`src/rtl/dht11_responder.sv`:
```
// dht11_responder: DHT11 sensor emulator answering a host start pulse with ACK and a 40-bit frame
module dht11_responder #(
    parameter int CLKS_PER_US   = 50,
    parameter int START_MIN_US  = 18000,
    parameter int RESP_DELAY_US = 30,
    parameter int ACK_LOW_US    = 80,
    parameter int ACK_HIGH_US   = 80,
    parameter int BIT_LOW_US    = 50,
    parameter int BIT0_HIGH_US  = 26,
    parameter int BIT1_HIGH_US  = 70,
    parameter int GUARD_CLKS    = 4
) (
    input  logic       clk,
    input  logic       rst_n,
    input  logic [7:0] hum1_i,
    input  logic [7:0] hum2_i,
    input  logic [7:0] temp1_i,
    input  logic [7:0] temp2_i,
    input  logic       load_i,
    input  logic       corrupt_i,
    input  logic       dht_i,
    output logic       dht_oe_o,
    output logic       busy_o,
    output logic       done_o,
    output logic       abort_o
);
    localparam int PW = $clog2(CLKS_PER_US + 1);
    localparam int GW = $clog2(GUARD_CLKS + 1);

    typedef enum logic [3:0] {
        S_IDLE, S_START_LO, S_START_OK, S_RESP_DELAY, S_ACK_LO,
        S_ACK_HI, S_BIT_LO, S_BIT_HI, S_END_LO
    } state_t;

    state_t      r_state;
    logic [1:0]  r_sync;
    logic [PW-1:0] r_pre;
    logic [15:0] r_us;
    logic [GW-1:0] r_guard;
    logic [39:0] r_shift;
    logic [5:0]  r_idx;
    logic [7:0]  r_h1, r_h2, r_t1, r_t2;
    logic        r_oe, r_busy, r_done, r_abort;

    logic        w_ls;
    logic        w_tick;
    logic [15:0] w_lim;
    logic        w_end;
    logic        w_guard_ok;
    logic        w_contend;
    logic [7:0]  w_sum;

    assign w_ls       = r_sync[1];
    assign w_tick     = (r_pre == PW'(CLKS_PER_US - 1));
    assign w_end      = w_tick && (r_us == w_lim - 16'd1);
    assign w_guard_ok = (r_guard == GW'(GUARD_CLKS));
    assign w_sum      = r_h1 + r_h2 + r_t1 + r_t2;
    assign w_contend  = (r_state == S_RESP_DELAY || r_state == S_ACK_HI || r_state == S_BIT_HI)
                        && w_guard_ok && !w_ls;

    assign dht_oe_o = r_oe;
    assign busy_o   = r_busy;
    assign done_o   = r_done;
    assign abort_o  = r_abort;

    // Length in microseconds of the phase the FSM is currently timing
    always_comb begin
        w_lim = (r_state == S_START_LO)   ? 16'(START_MIN_US)  :
                (r_state == S_RESP_DELAY) ? 16'(RESP_DELAY_US) :
                (r_state == S_ACK_LO)     ? 16'(ACK_LOW_US)    :
                (r_state == S_ACK_HI)     ? 16'(ACK_HIGH_US)   :
                (r_state == S_BIT_HI)     ? (r_shift[39] ? 16'(BIT1_HIGH_US) : 16'(BIT0_HIGH_US)) :
                (r_state == S_BIT_LO || r_state == S_END_LO) ? 16'(BIT_LOW_US) : 16'd1;
    end

    // Two-flop synchronizer for the asynchronous line; idles high like the pulled-up wire
    always_ff @(posedge clk) begin
        if (!rst_n) r_sync <= 2'b11;
        else        r_sync <= {r_sync[0], dht_i};
    end

    // Free-running microsecond prescaler
    always_ff @(posedge clk) begin
        if (!rst_n) r_pre <= '0;
        else        r_pre <= w_tick ? '0 : r_pre + PW'(1);
    end

    // Staging registers, overwritten on every load strobe
    always_ff @(posedge clk) begin
        if (!rst_n) begin
            r_h1 <= '0;
            r_h2 <= '0;
            r_t1 <= '0;
            r_t2 <= '0;
        end else if (load_i) begin
            r_h1 <= hum1_i;
            r_h2 <= hum2_i;
            r_t1 <= temp1_i;
            r_t2 <= temp2_i;
        end
    end

    // Protocol FSM with registered line drive and status; every transition clears the us and guard counters
    always_ff @(posedge clk) begin
        if (!rst_n) begin
            r_state <= S_IDLE;
            r_us    <= '0;
            r_guard <= '0;
            r_shift <= '0;
            r_idx   <= '0;
            r_oe    <= 1'b0;
            r_busy  <= 1'b0;
            r_done  <= 1'b0;
            r_abort <= 1'b0;
        end else begin
            r_done  <= 1'b0;
            r_abort <= 1'b0;
            r_us    <= r_us + {15'd0, w_tick};
            if (!w_guard_ok) r_guard <= r_guard + GW'(1);
            if (w_contend) begin
                r_state <= S_IDLE;
                r_us    <= '0;
                r_guard <= '0;
                r_oe    <= 1'b0;
                r_busy  <= 1'b0;
                r_abort <= 1'b1;
            end else begin
                case (r_state)
                    S_IDLE: begin
                        if (!w_ls) begin
                            r_state <= S_START_LO;
                            r_us    <= '0;
                            r_guard <= '0;
                        end
                    end
                    S_START_LO: begin
                        if (w_ls) begin
                            r_state <= S_IDLE;
                            r_us    <= '0;
                            r_guard <= '0;
                        end else if (w_end) begin
                            r_state <= S_START_OK;
                            r_us    <= '0;
                            r_guard <= '0;
                        end
                    end
                    S_START_OK: begin
                        if (w_ls) begin
                            r_state <= S_RESP_DELAY;
                            r_us    <= '0;
                            r_guard <= '0;
                            r_busy  <= 1'b1;
                            r_shift <= {r_h1, r_h2, r_t1, r_t2, w_sum ^ {7'd0, corrupt_i}};
                        end
                    end
                    S_RESP_DELAY: begin
                        if (w_end) begin
                            r_state <= S_ACK_LO;
                            r_us    <= '0;
                            r_guard <= '0;
                            r_oe    <= 1'b1;
                        end
                    end
                    S_ACK_LO: begin
                        if (w_end) begin
                            r_state <= S_ACK_HI;
                            r_us    <= '0;
                            r_guard <= '0;
                            r_oe    <= 1'b0;
                        end
                    end
                    S_ACK_HI: begin
                        if (w_end) begin
                            r_state <= S_BIT_LO;
                            r_us    <= '0;
                            r_guard <= '0;
                            r_idx   <= '0;
                            r_oe    <= 1'b1;
                        end
                    end
                    S_BIT_LO: begin
                        if (w_end) begin
                            r_state <= S_BIT_HI;
                            r_us    <= '0;
                            r_guard <= '0;
                            r_oe    <= 1'b0;
                        end
                    end
                    S_BIT_HI: begin
                        if (w_end) begin
                            r_state <= (r_idx == 6'd39) ? S_END_LO : S_BIT_LO;
                            r_us    <= '0;
                            r_guard <= '0;
                            r_shift <= {r_shift[38:0], 1'b0};
                            r_idx   <= r_idx + 6'd1;
                            r_oe    <= 1'b1;
                        end
                    end
                    S_END_LO: begin
                        if (w_end) begin
                            r_state <= S_IDLE;
                            r_us    <= '0;
                            r_guard <= '0;
                            r_oe    <= 1'b0;
                            r_busy  <= 1'b0;
                            r_done  <= 1'b1;
                        end
                    end
                    default: r_state <= S_IDLE;
                endcase
            end
        end
    end
endmodule
```
`config.mk`:
```
export PLATFORM = sky130hd
export DESIGN_NAME = dht11_responder
export DESIGN_NICKNAME = d
export VERILOG_FILES = /design/src/rtl/dht11_responder.sv
export SDC_FILE = /design/constraint.sdc
export NUM_CORES = 1
export LEC_CHECK = 0
export CAP_MARGIN = 20
export CORE_UTILIZATION = 27
export CTS_CLUSTER_DIAMETER = 80
export DETAILED_ROUTE_END_ITERATION = 7
export GPL_ROUTABILITY_DRIVEN = 0
export PLACE_DENSITY = 0.5
export SLEW_MARGIN = 40
export SYNTH_ARGS = -nofsm -noshare
export SYNTH_HDL_FRONTEND = slang
export SYNTH_SLANG_ARGS = --single-unit
export TNS_END_PERCENT = 30
```
`constraint.sdc`:
```
create_clock -name clk -period 3.58 [get_ports clk]
set_input_delay 0.895 -clock clk [delete_from_list [all_inputs] [get_ports clk]]
set_output_delay 0.895 -clock clk [all_outputs]
set_load 0.05 [all_outputs]
```
# --- After elaboration in Yosys (flattened, before gate mapping) ---
# Index checks and enable logic that the tools add are counted.
totals:
  reg_bits: 113
  in_bits: 37
  wordCells: 116
classes:
  add_sub_neg: 8
  n_eq_ne: 23
  mux: 43
  n_bitwise: 4
  reduce_logical: 23
ops:
  columns: ["operator", "n"]
  rows:
  - ["$mux 40", 2]
  - ["$pmux 40 s2", 1]
  - ["$mux 16", 4]
  - ["$pmux 16 s4", 1]
  - ["$mux 4", 11]
  - ["$pmux 4 s9", 1]
  - ["$mux 7", 5]
  - ["$add 8x8->8", 3]
  - ["$mux 6", 3]
  - ["$add 16x1->16", 1]
  - ["$eq 16x16->1", 1]
  - ["$eq 4x3->1 const B", 4]
  - ["$ne 2x2->1 const B", 8]
  - ["$sub 16x1->16 const B", 1]
  - ["$mux 15", 1]
  - ["$mux 3", 5]
  - ["$add 6x1->6 const B", 2]
  - ["$eq 6x6->1 const B", 2]
  - ["$pmux 3 s4", 1]
  - ["$pmux 6 s2", 1]
  - ["$reduce_and 9->1", 1]
  - ["$reduce_or 3->1", 3]
  - ["$eq 4x2->1 const B", 2]
  - ["$reduce_and 4->1", 2]
  - ["18 further kinds", 35]

# --- Depth between registers and ports, before layout ---
logic_depth:
  ltp_word: 14
  depth_mapped: 18

# --- Worst setup path after synthesis ---
# No wires, ideal clock.
synth_timing:
  path_type: "reg-to-reg"
  startpoint: "reg r_state[1]"
  endpoint: "reg r_shift[1]"
  setup_ps: 122
  t_arrival_ps: 3818
  slack_ps: -360
  stages_incl_launch_ff: 18
  period_less_slack_ps: 3940
  path_cell_list: "dfxtp_1 -> clkbuf_1 -> clkbuf_1 -> nor2_1 -> a21oi_1 -> ha_1 -> clkbuf_1 -> o211ai_1 -> ha_1 -> xor2_1 -> a2111oi_0 -> o2111ai_1 -> a2111oi_4 -> and4_1 -> buf_2 -> buf_2 -> o221ai_1 -> o311a_1"
synth_via:
  elab_chain_len: 13
synth_rtl:
  columns: ["item", "line_no", "rtl"]
  rows:
  - ["from (decl)", "35", "state_t r_state;"]
  - ["from (signal assigned)", "191", "r_state <= (r_idx == 6'd39) ? S_END_LO : S_BIT_LO;"]
  - ["$eq 4x3->1 or $eq 4x4->1 (tied branches)", "73", "(r_state == S_BIT_LO || r_state == S_END_LO) ? 16'(BIT_LOW_US) : 16'd1;"]
  - ["$logic_or 1x1->1", "73", null]
  - ["$mux 6", "73", null]
  - ["$mux 7", "72", "(r_state == S_BIT_HI) ? (r_shift[39] ? 16'(BIT1_HIGH_US) : 16'(BIT0_HIGH_US)) :"]
  - ["$mux 7", "71", "(r_state == S_ACK_HI) ? 16'(ACK_HIGH_US) :"]
  - ["$mux 7", "70", "(r_state == S_ACK_LO) ? 16'(ACK_LOW_US) :"]
  - ["$mux 7", "69", "(r_state == S_RESP_DELAY) ? 16'(RESP_DELAY_US) :"]
  - ["$mux 15", "68", "w_lim = (r_state == S_START_LO) ? 16'(START_MIN_US) :"]
  - ["$sub 16x1->16", "55", "assign w_end = w_tick && (r_us == w_lim - 16'd1);"]
  - ["$eq 16x16->1", "55", null]
  - ["$logic_and 1x1->1", "55", null]
  - ["$ne 2x2->1 (no line)", null, null]
  - ["$reduce_and 4->1 (no line)", null, null]
  - ["to (signal assigned)", "153", "r_shift <= {r_h1, r_h2, r_t1, r_t2, w_sum ^ {7'd0, corrupt_i}};"]
  - ["to (signal assigned)", "194", "r_shift <= {r_shift[38:0], 1'b0};"]
  - ["to (decl)", "40", "logic [39:0] r_shift;"]
# Parallel ways exist; a longest one is shown, timed or not.
# A chain may end at the register's enable or synchronous reset.

# --- Worst setup path in the final report ---
layout_timing:
  startpoint: "reg r_state[0]"
  endpoint: "reg r_shift[4]"
# Same word-level chain as after synthesis.

==> flow_summary.json <==
{
  "die-area_um2": 22960,
  "crit_chain": "or4b_4 > o21ai_2 > ha_2 > o211ai_1 > ha_1 > xor2_1 > a2111oi_2 > o2111ai_2 > a2111oi_4 > and4_4 > buf_12 > nor2_2 > mux2i_1",
  "ys_seq_elements": 113,
  "drive_gt1_frac": 0.1212,
  "firstDrtPassIters": 5,
  "num_rows": 54,
  "grt_use_total": 0.1376,
  "multi_input_area_um2": 3585,
  "leakagePower_nw": 3.052,
  "antenna_found_initial": 0,
  "fp.coreArea_um2": 21890,
  "tightest_slew_ps": 677.1,
  "overflow": 0,
  "setup_ws_ps": 141.9,
  "clock_sinks": 113,
  "die_w_um": 151.5,
  "synth-seq-area-share": 0.3747,
  "synth_most_common_cell": "dfxtp_1",
  "rsz0062_at_grt": "yes",
  "p_per_area_nw_per_um2": 441.4,
  "netlist_top_cells_count": "dfxtp_1, mux2i_1, nor2_1",
  "register_area_um2": 2263,
  "fin_area_um2": 7515,
  "area_growth_pct": 24.48,
  "syn_area_per_cell_um2": 9.331,
  "path_clk_slew_ps": 60,
  "synth_ff_type": "dfxtp_1",
  "maxSlewViolCount": 0,
  "clock_latency_ps": 420,
  "setup_viol": 0,
  "viasPerCell": 4.980,
  "drt_iter0_drc": 267,
  "critical_path_class": "flop to flop",
  "htree_num_levels": 4,
  "max-slew-margin-rel": 0.5486,
  "pin_count": 41,
  "finalNetCount": 747,
  "p_total_mw": 3.317,
  "numCtsBuffers": 17,
  "maxCapViolCount": 0,
  "io_buffers": 40,
  "max_clock_freq_mhz": 290.9,
  "synth_area_um2": 6037,
  "syn_nets": 714,
  "crit_path_end_kind": "flop",
  "start_util": 0.2758,
  "cp_slowest_stage_delay_ps": 540,
  "cp_max_fo": 21,
  "root_buffer": "clkbuf_16",
  "async_flop_share": 0,
  "grt_pass1_vias": 4723,
  "synth_edf_count": 0,
  "clock-skew-final_ps": 13.14,
  "max-clock-path-buffers": 2,
  "place_area_um2": 6770,
  "cts_hold_buffers": 0,
  "min_period_ps": 3438,
  "wl_per_cell_um": 15.29,
  "synth.top_cell.area_share": 0.3747,
  "drc": 0,
  "hpwl_mm": 10.06,
  "grt_pass1_wl_mm": 24.45,
  "nFillCells": 2242,
  "vias": 4846,
  "cpMaxStageDelayCell": "or4b_4",
  "synth_area_leaders": "dfxtp_1, mux2i_1, o311a_1, fa_1, nor2b_1",
  "syn_inst": 647,
  "die_y_um": 151.5,
  "vdd_ir_drop_max_uv": 183.3,
  "finalHoldViolations": 0,
  "grt_max_degree": 94,
  "diodes": 0,
  "crit_arrival_ps": 3740,
  "wl_mm": 14.88,
  "yosys_warnings": 0,
  "dp_slack_ps": -15.16,
  "min_period_over_period": 0.9604,
  "cts_tree": "built",
  "ant_nets": 0,
  "netlist.top_cell.by_area": "dfxtp_1",
  "hold_class": "flop to flop",
  "start_kind": "flop",
  "crit_required_ps": 3880,
  "synth_cell_types": 61,
  "outcome": "complete, no violations"
}
critical path, delay by kind of cell, from the launching register on:
kind	cells	cell delay, ps
AO/OA/AOI/OAI	5	1020
XOR/XNOR	1	150
adder cells (fa/ha/maj)	2	510
buffers and inverters	1	170
flip-flops	1	320
multiplexers	1	150
AND/OR/NAND/NOR	3	990
cell type report:
class,count,share of cell area
repair buffers,65,0.09041
well taps,280,0.04662
multi-input cells,469,0.4770
flip-flops and latches,113,0.3012
inverters,14,0.006993
clock inverters,14,0.01931
clock buffers,18,0.05844
path summary, 6_finish.rpt:
path	startpoint	to	slack, ps	cells past startpoint
setup reg to reg	r_state[0]	r_shift[4]	140	13
hold reg to reg	r_sync[0]	r_sync[1]	410	1
hold / removal	r_sync[0]	r_sync[1]	410	1
setup / recovery	r_state[0]	r_shift[4]	140	13
report_power, final:
part           internal, mW  switching, mW
Clock                 0.993          0.678
Sequential             1.29         0.0383
Combinational         0.167          0.153
per-layer routing:
layer	track usage	vias up	share of wire
li1	-	2399	-
met1	0.1804	2359	0.48
met2	0.2219	78	0.48
met3	0.02994	10	0.030
met4	0.04802	0	0.011
met5	0	-	0
state kept, by name, summed over array words and instances (netlist names), 2 cells and up:
register  count
r_h1          8
r_us         16
r_sync        2
r_h2          8
r_state       4
r_shift      40
r_t2          8
r_guard       3
r_t1          8
r_pre         6
r_idx         6
metrics by stage:
step / cells / setup TNS, ps / util / hold slack [ps]
final: 973 / 0 / 0.3433 / 411.8
after global placement: 936 / 0 / 0.3092 / 403.6
after floorplan: 647 / 0 / - / 386.3
after detailed placement: 936 / -15.16 / 0.3093 / 405.4
after CTS: 968 / 0 / 0.3360 / 419.2
after global routing: 973 / -276.3 / 0.3433 / 440.9
placed cells by master, fill, tap and decap left out, types with 5 or more instances in the layout:
cell and count:
buf_4 15, mux2i_1 72, xnor2_1 18, o311a_1 34, inv_1 14, nor2_1 49
nor3_1 11, ha_1 15, fa_1 14, o21ai_0 41, nand3_1 15, nor2b_1 37
xor2_1 14, dfxtp_1 112, and3_1 9, clkdlybuf4s50_1 38, nand2_1 37, a21oi_1 10
nand2b_1 7, buf_6 5, clkbuf_16 19, o211ai_1 8, o21ai_1 5
cell families after synthesis:
| group | synth area share |
|---|---|
| buffers and inverters | 0.04332 |
| muxes | 0.1194 |
| AOI/OAI and AO/OA | 0.1646 |
| adders and majority gates | 0.07959 |
| xor gates and xnor gates | 0.04643 |
| and+or+nand+nor | 0.1720 |
| DFF | 0.3747 |
what timing repair did:
item                                    4_1_cts  5_1_grt
pin swaps                                     0        3
gates cloned                                  0        3
endpoints found under the setup margin        2       66
gates resized for setup                       1       21
setup buffers                                 0        2
(Power assumes the default switching activity.)
